==> config.mk <==
export PLATFORM = sky130hd
export DESIGN_NAME = mem_wb_skid_stage
export DESIGN_NICKNAME = d
export VERILOG_FILES = /design/src/rtl/mem_wb_skid_stage.sv
export SDC_FILE = /design/constraint.sdc
export NUM_CORES = 1
export LEC_CHECK = 0
export BUFFER_PORTS_ARGS = -buffer_cell sky130_fd_sc_hd__buf_2
export CORE_MARGIN = 3
export CORE_UTILIZATION = 55
export CTS_CLUSTER_SIZE = 30
export DETAILED_ROUTE_END_ITERATION = 16
export PLACE_DENSITY = 0.8
export SLEW_MARGIN = 15
export SYNTH_ARGS = -nofsm -noshare
export SYNTH_HDL_FRONTEND = slang
export SYNTH_SLANG_ARGS = --single-unit
==> constraint.sdc <==
create_clock -name clk -period 2.1 [get_ports clk]
set_input_delay 0.42 -clock clk [delete_from_list [all_inputs] [get_ports clk]]
set_output_delay 0.42 -clock clk [all_outputs]
set_load 0.02 [all_outputs]
==> src/rtl/mem_wb_skid_stage.sv <==
// Purpose: MEM/WB pipeline register with a two-entry skid buffer (MAIN drives the outputs, SKID absorbs one extra word), flush-to-bubble and a saturating stall counter.
// Latency: a word accepted at edge N is on the outputs after edge N (1 cycle). One transfer per cycle is sustained while out_ready=1.
// Backpressure: in_ready is registered and drops only once SKID holds a word, so at most two words are absorbed while out_ready is low. Nothing is lost.
//
// Ports:
//   clk, reset          rising-edge clock, synchronous active-high reset
//   in_valid/in_ready   producer handshake; in_data/in_instr/in_ctrl carry the word
//   out_valid/out_ready consumer handshake; out_data/out_instr/out_ctrl come from MAIN
//   flush               empties both entries and injects a bubble (the word presented in that cycle is dropped)
//   clear_stats         zeroes stall_cnt, taking priority over an increment
//   stall_cnt           cycles with out_valid=1 and out_ready=0, saturating
module mem_wb_skid_stage #(
    parameter int DATA_W  = 8,
    parameter int LANES   = 3,
    parameter int INSTR_W = 19,
    parameter int CTRL_W  = 2,
    parameter int CNT_W   = 16
) (
    input  logic                    clk,
    input  logic                    reset,
    input  logic                    in_valid,
    output logic                    in_ready,
    input  logic [LANES*DATA_W-1:0] in_data,
    input  logic [INSTR_W-1:0]      in_instr,
    input  logic [CTRL_W-1:0]       in_ctrl,
    output logic                    out_valid,
    input  logic                    out_ready,
    output logic [LANES*DATA_W-1:0] out_data,
    output logic [INSTR_W-1:0]      out_instr,
    output logic [CTRL_W-1:0]       out_ctrl,
    input  logic                    flush,
    input  logic                    clear_stats,
    output logic [CNT_W-1:0]        stall_cnt
);

    typedef enum logic [1:0] {
        ST_EMPTY = 2'd0,
        ST_ONE   = 2'd1,
        ST_FULL  = 2'd2
    } state_t;

    state_t                    state;
    logic [LANES*DATA_W-1:0]   skid_data;
    logic [INSTR_W-1:0]        skid_instr;
    logic [CTRL_W-1:0]         skid_ctrl;

    logic acc_in;
    logic acc_out;

    // Both handshake sides look only at registered flags, so there is no
    // combinational path from any input to any output.
    assign acc_in  = in_valid & in_ready;
    assign acc_out = out_valid & out_ready;

    // MAIN is the output register itself. out_valid and in_ready are kept as
    // registered copies of (state != EMPTY) and (state != FULL).
    // Empty entries are always zeroed, so out_ctrl=0 (no register write)
    // whenever out_valid=0.
    always_ff @(posedge clk) begin
        if (reset || flush) begin
            state      <= ST_EMPTY;
            out_valid  <= 1'b0;
            in_ready   <= 1'b1;
            out_data   <= '0;
            out_instr  <= '0;
            out_ctrl   <= '0;
            skid_data  <= '0;
            skid_instr <= '0;
            skid_ctrl  <= '0;
        end else begin
            case (state)
                ST_EMPTY: begin
                    if (acc_in) begin
                        state     <= ST_ONE;
                        out_valid <= 1'b1;
                        out_data  <= in_data;
                        out_instr <= in_instr;
                        out_ctrl  <= in_ctrl;
                    end
                end
                ST_ONE: begin
                    if (acc_in && acc_out) begin
                        out_data  <= in_data;
                        out_instr <= in_instr;
                        out_ctrl  <= in_ctrl;
                    end else if (acc_in) begin
                        // Consumer stalled: park the new word behind MAIN.
                        state      <= ST_FULL;
                        in_ready   <= 1'b0;
                        skid_data  <= in_data;
                        skid_instr <= in_instr;
                        skid_ctrl  <= in_ctrl;
                    end else if (acc_out) begin
                        state     <= ST_EMPTY;
                        out_valid <= 1'b0;
                        out_data  <= '0;
                        out_instr <= '0;
                        out_ctrl  <= '0;
                    end
                end
                ST_FULL: begin
                    // in_ready is low here, so only a drain can happen.
                    if (acc_out) begin
                        state      <= ST_ONE;
                        in_ready   <= 1'b1;
                        out_data   <= skid_data;
                        out_instr  <= skid_instr;
                        out_ctrl   <= skid_ctrl;
                        skid_data  <= '0;
                        skid_instr <= '0;
                        skid_ctrl  <= '0;
                    end
                end
                default: begin
                    state     <= ST_EMPTY;
                    out_valid <= 1'b0;
                    in_ready  <= 1'b1;
                    out_data  <= '0;
                    out_instr <= '0;
                    out_ctrl  <= '0;
                end
            endcase
        end
    end

    // The stall counter saturates instead of wrapping, and flush leaves it
    // untouched so that stalls seen before a flush are still reported.
    always_ff @(posedge clk) begin
        if (reset || clear_stats) begin
            stall_cnt <= '0;
        end else if (out_valid && !out_ready && (stall_cnt != {CNT_W{1'b1}})) begin
            stall_cnt <= stall_cnt + {{(CNT_W-1){1'b0}}, 1'b1};
        end
    end

endmodule

# == Word level (Yosys, flattened, before mapping) ==
# Index checks and enable logic that the tools add are counted.
# word_totals
elab_cells,78
mem_count,0
register_bits,110
ram_bits,0
inputBits,51
rom_bits,0
latchBits,0
out_inout_bits,63
# op_classes
n_reduce_logical,13
n_shift,0
n_lt_le_gt_ge,0
addsub,1
bitwise,4
n_mux,38
div,0
eq_ne,12
n_mul,0
# ops
cell,n
24-bit two-way mux,6
19-bit two-way mux,6
24-bit case mux with 3 select lines,1
19-bit case mux with 3 select lines,1
24-bit case mux with 2 select lines,1
19-bit case mux with 2 select lines,1
2-bit two-way mux,10
16-bit by 1-bit adder with 16-bit output (second input constant),1
16-bit inequality test (second input constant),1
4-bit AND reduction,4
2-bit inequality test (second input constant),6
2-bit case mux with 3 select lines,2
3-bit inequality test (second input constant),3
1-bit two-way mux,7
1-bit case mux with 3 select lines,2
5-bit AND reduction,1
2-bit case mux with 2 select lines,1
1-bit logical AND,3
1-bit AND,2
2-bit by 1-bit == test with 1-bit output (second input constant),1
2-bit == test (second input constant),1
2-bit zero test,1
1-bit logical OR,2
1-bit NOT,2
2 further kinds,2

# == Logic depth before layout (Yosys ltp) ==
# depth
depth_word,5
depth_mapped,8
ltp_nobuf,5

# == Worst setup path after synthesis ==
# Ideal clock, no wire load.
# synth_timing
kind,register -> register
startpoint,reg out_valid
endpoint,reg stall_cnt[13]
stages_incl_launch_ff,6
setup_slack_ns,0.228
period_less_slack_ns,1.872
setup_time_ns,0.070
arrival_time_ns,1.802
t_required_ns,2.030
path_buffers,1
path_cell_list,dfxtp_1 -> buf_4 -> nand3b_4 -> or4_4 -> or4_1 -> a21oi_1
# synth_via
elab_chain_len,2
# synth_rtl
item,line_no,source
"start, declared",26,"output logic out_valid,"
"start signal, assigned",62,out_valid <= 1'b0;
"start signal, assigned",75,out_valid <= 1'b1;
"start signal, assigned",95,out_valid <= 1'b0;
1-bit logical AND (2 in a row),131,end else if (out_valid && !out_ready && (stall_cnt != {CNT_W{1'b1}})) begin
"end signal, assigned",132,"stall_cnt <= stall_cnt + {{(CNT_W-1){1'b0}}, 1'b1};"
"end, declared",33,output logic [CNT_W-1:0] stall_cnt
# Every way passes these cells.
# A chain may end at the register's enable or synchronous reset.

# == Final worst setup path ==
# layout_timing
startpoint,reg stall_cnt[0]
endpoint,reg stall_cnt[15]
# layout_via
elab_chain_len,2
elab_cells_between_ends,3
cone_classes,add/sub (1); eq/ne (1); reduce/logical (1)
# layout_rtl
item
"parallel branches: the longest is 2 deep, another holds 16-bit by 1-bit adder with 16-bit output"
# Parallel ways; which one is timed is not known.

==> flow_summary.toml <==
[synth]
synth_nets = 744
ys.flop_type = "dfxtp_1"
synth.distinct_cells = 40
yosys.area.top_type = "dfxtp_1"
netlist_top_cells_area = "dfxtp_1 39%, and2_1 10%, a21oi_1 9.4%"
syn_inst = 692
ys_seq_area_frac = 0.392
synth_commonest_cells = "110 x dfxtp_1, 106 x a21oi_1, 90 x and2_1, 53 x nor2_1, 53 x o21ai_0"
synth_top_area_frac = 0.392
syn_area_per_cell_um2 = 8.12
yosysWarnings = 0
synth_edf_count = 0
yosysMostFrequentCell = "dfxtp_1"
syn_area_mm2 = 0.00562
async_flop_share = 0
ys_seq_elements = 110

[placement]
port_buffers = 113
hpwl_mm = 9.84
globalplace.congestion = 0.829
dpl.cell_count = 899

[die]
start_util = 0.570
core_area_mm2 = 0.00986
num_io_pins = 114
dieArea_mm2 = 0.0115
rows = 36
fp.dieW_um = 107
dieHeight_um = 107

[setup_path]
endpoint_kind = "flip-flop"
ff2ff_path_depth = 5
critPathArrivalTime_ns = 2.15
cp_top_family = "simple AND/OR/NAND/NOR gates"
criticalPathCategory = "flip-flop to flip-flop"
r2r_end = "stall_cnt[15]"
critPathCapture = "stall_cnt[15]"
cp_max_fo = 8
crit_chain = "ha_1, nand3_1, or4_1, and4_1, mux2i_1"
r2r-start = "stall_cnt[0]"
max_stage_delay_ns = 0.53
start_kind = "flip-flop"
crit_required_ns = 2.38
critical_path.startpoint = "stall_cnt[0]"
critical-path-slowest-cell = "or4_1"
critical_path_depth = 5
r2r_slack_ns = 0.23
cp_num_buf_inv = 0

[power]
p_sw_frac = 0.256
p_comb_frac = 0.130
ir_worst_vdd_uv = 307
p_total_uw = 4130
seqPwrFrac = 0.520
power_density_mw_per_mm2 = 627
intPower_uw = 3070
p_clk_frac = 0.350
p_leak_uw = 0.00258
switchingPower_uw = 1050

[timing]
fin_crit_sh = 0.889
tns_ns = 0
setup_viol = 0
skew_ns = 0.0102
max_slew_margin = 0.456
min_period_ns = 1.87
worst_pin_slew_ns = 0.813
hold_viol_final = 0
drv_slew = 0
fmax_mhz = 535
rsz0062_at_grt = "false"

[finish]
nNetsFinal = 829
layout-drive-gt1-share = 0.210
fin_util = 0.667
n_antenna_cell = 0
syn_to_final_growth_pct = 17.0
layout.cells.non_filler = 914
fillCellCount = 813

[detailed_routing]
avgViaCountPerCell = 5.86
drcViolationCount = 0
ant_nets = 0
vias = 5355
wire_per_inst_um = 16.3
wl_mm = 14.9
first_iter_violations = 234
dr.pass1.iters = 4

[clock_tree]
cts_buffers = 9
clk_path_buf_depth = 2
ctsHoldBuffers = 0
clk_pin_slew_ns = 0.10
cts_setup_buffers = 0
cts_resized = 0
htreeDepth = 3
cts_num_sinks = 110
insertion_delay_ns = 0.38
ctsRootBufferMaster = "clkbuf_8"
cts_tree = "yes"

[job]
cap_violations = 0

[global_route]
grt_pass1_vias = 5267
grt_usage = 0.265
grt.overflow.total = 0
antenna_found_initial = 0
grt_start_max_net_pins = 47
grt_pass1_wl_mm = 24.8

[worst_hold_path]
hp-class = "input port to flip-flop"
hold_depth = 3
hp-start = "flush"

[status]
status = "finished clean"
-- state kept, by name, indices dropped and copies added (netlist names) --
signal      cells
out_valid       1
skid_ctrl       2
in_ready        1
skid_data      24
stall_cnt      16
out_instr      19
skid_instr     19
out_ctrl        2
out_data       24
state           2
-- worst min-delay path by stage --
stage / end
final: in_ready
after global routing: in_ready
after CTS: in_ready
after detailed placement: out_data[20]
after global placement: out_instr[14]
after floorplan: skid_ctrl[0]
-- layout by cell type (no fill, tap or decap), drive strengths merged, types with 9 or more instances in the layout --
cell / netlist / layout
nor2: 53 / 53
dfxtp: 110 / 110
o21ai: 53 / 53
buf: 15 / 137
clkbuf: 48 / 11
mux2i: 47 / 47
nand3: 9 / 9
nand2b: 47 / 47
and2: 90 / 90
o22ai: 45 / 45
a21oi: 106 / 106
nand2: 9 / 9
-- worst register-to-register path, cell delays in order, from the launching register on --
cell and delay, ns:
dfxtp_1 0.44, ha_1 0.22, nand3_1 0.26, or4_1 0.53, and4_1 0.21, mux2i_1 0.11
-- through the flow --
step | hold slack (ns) | instance area, µm² | worst slack, ns
6_report | 0.300 | 6580 | 0.232
3_3_place_gp | 0.460 | 6360 | 0.171
3_5_place_dp | 0.465 | 6360 | 0.156
2_1_floorplan | 0.452 | 5620 | 0.228
5_1_grt | 0.302 | 6580 | 0.0572
4_1_cts | 0.293 | 6580 | 0.186
-- power groups by stage --
stage	Sequential, µW	Combinational, µW	Clock [µW]
CTS	2150	534	1460
global route	2150	590	1560
global placement	2190	517	0
finish	2150	537	1440
detailed placement	2190	532	0
floorplan	2230	310	0
-- metal layers --
metal | vias to the layer above | wire (µm) | global-route usage
li1 | 2596 | - | -
met1 | 2584 | 6710 | 0.335
met2 | 157 | 7090 | 0.439
met3 | 18 | 901 | 0.0686
met4 | 0 | 218 | 0.0877
met5 | - | 0 | 0
-- final cells by class --
cell class,instances,area [µm²],area share
Clock buffer,11,151,0.0230
Sequential cell,110,2200,0.335
Inverter,2,7.51,0.00114
Timing Repair Buffer,137,808,0.123
Clock inverter,4,70.1,0.0107
Tap cell,133,166,0.0253
Multi-Input combinational cell,517,3170,0.482
-- cell families after synthesis --
group	count (synthesis)	share of synthesized area
simple gates	251	0.259
compound gates	217	0.212
flops	110	0.392
buf+inv	65	0.0490
mux	47	0.0837
xor+xnor	1	0.00156
fa+ha+maj	1	0.00223
Note: power is estimated with default switching activity, not from simulation.
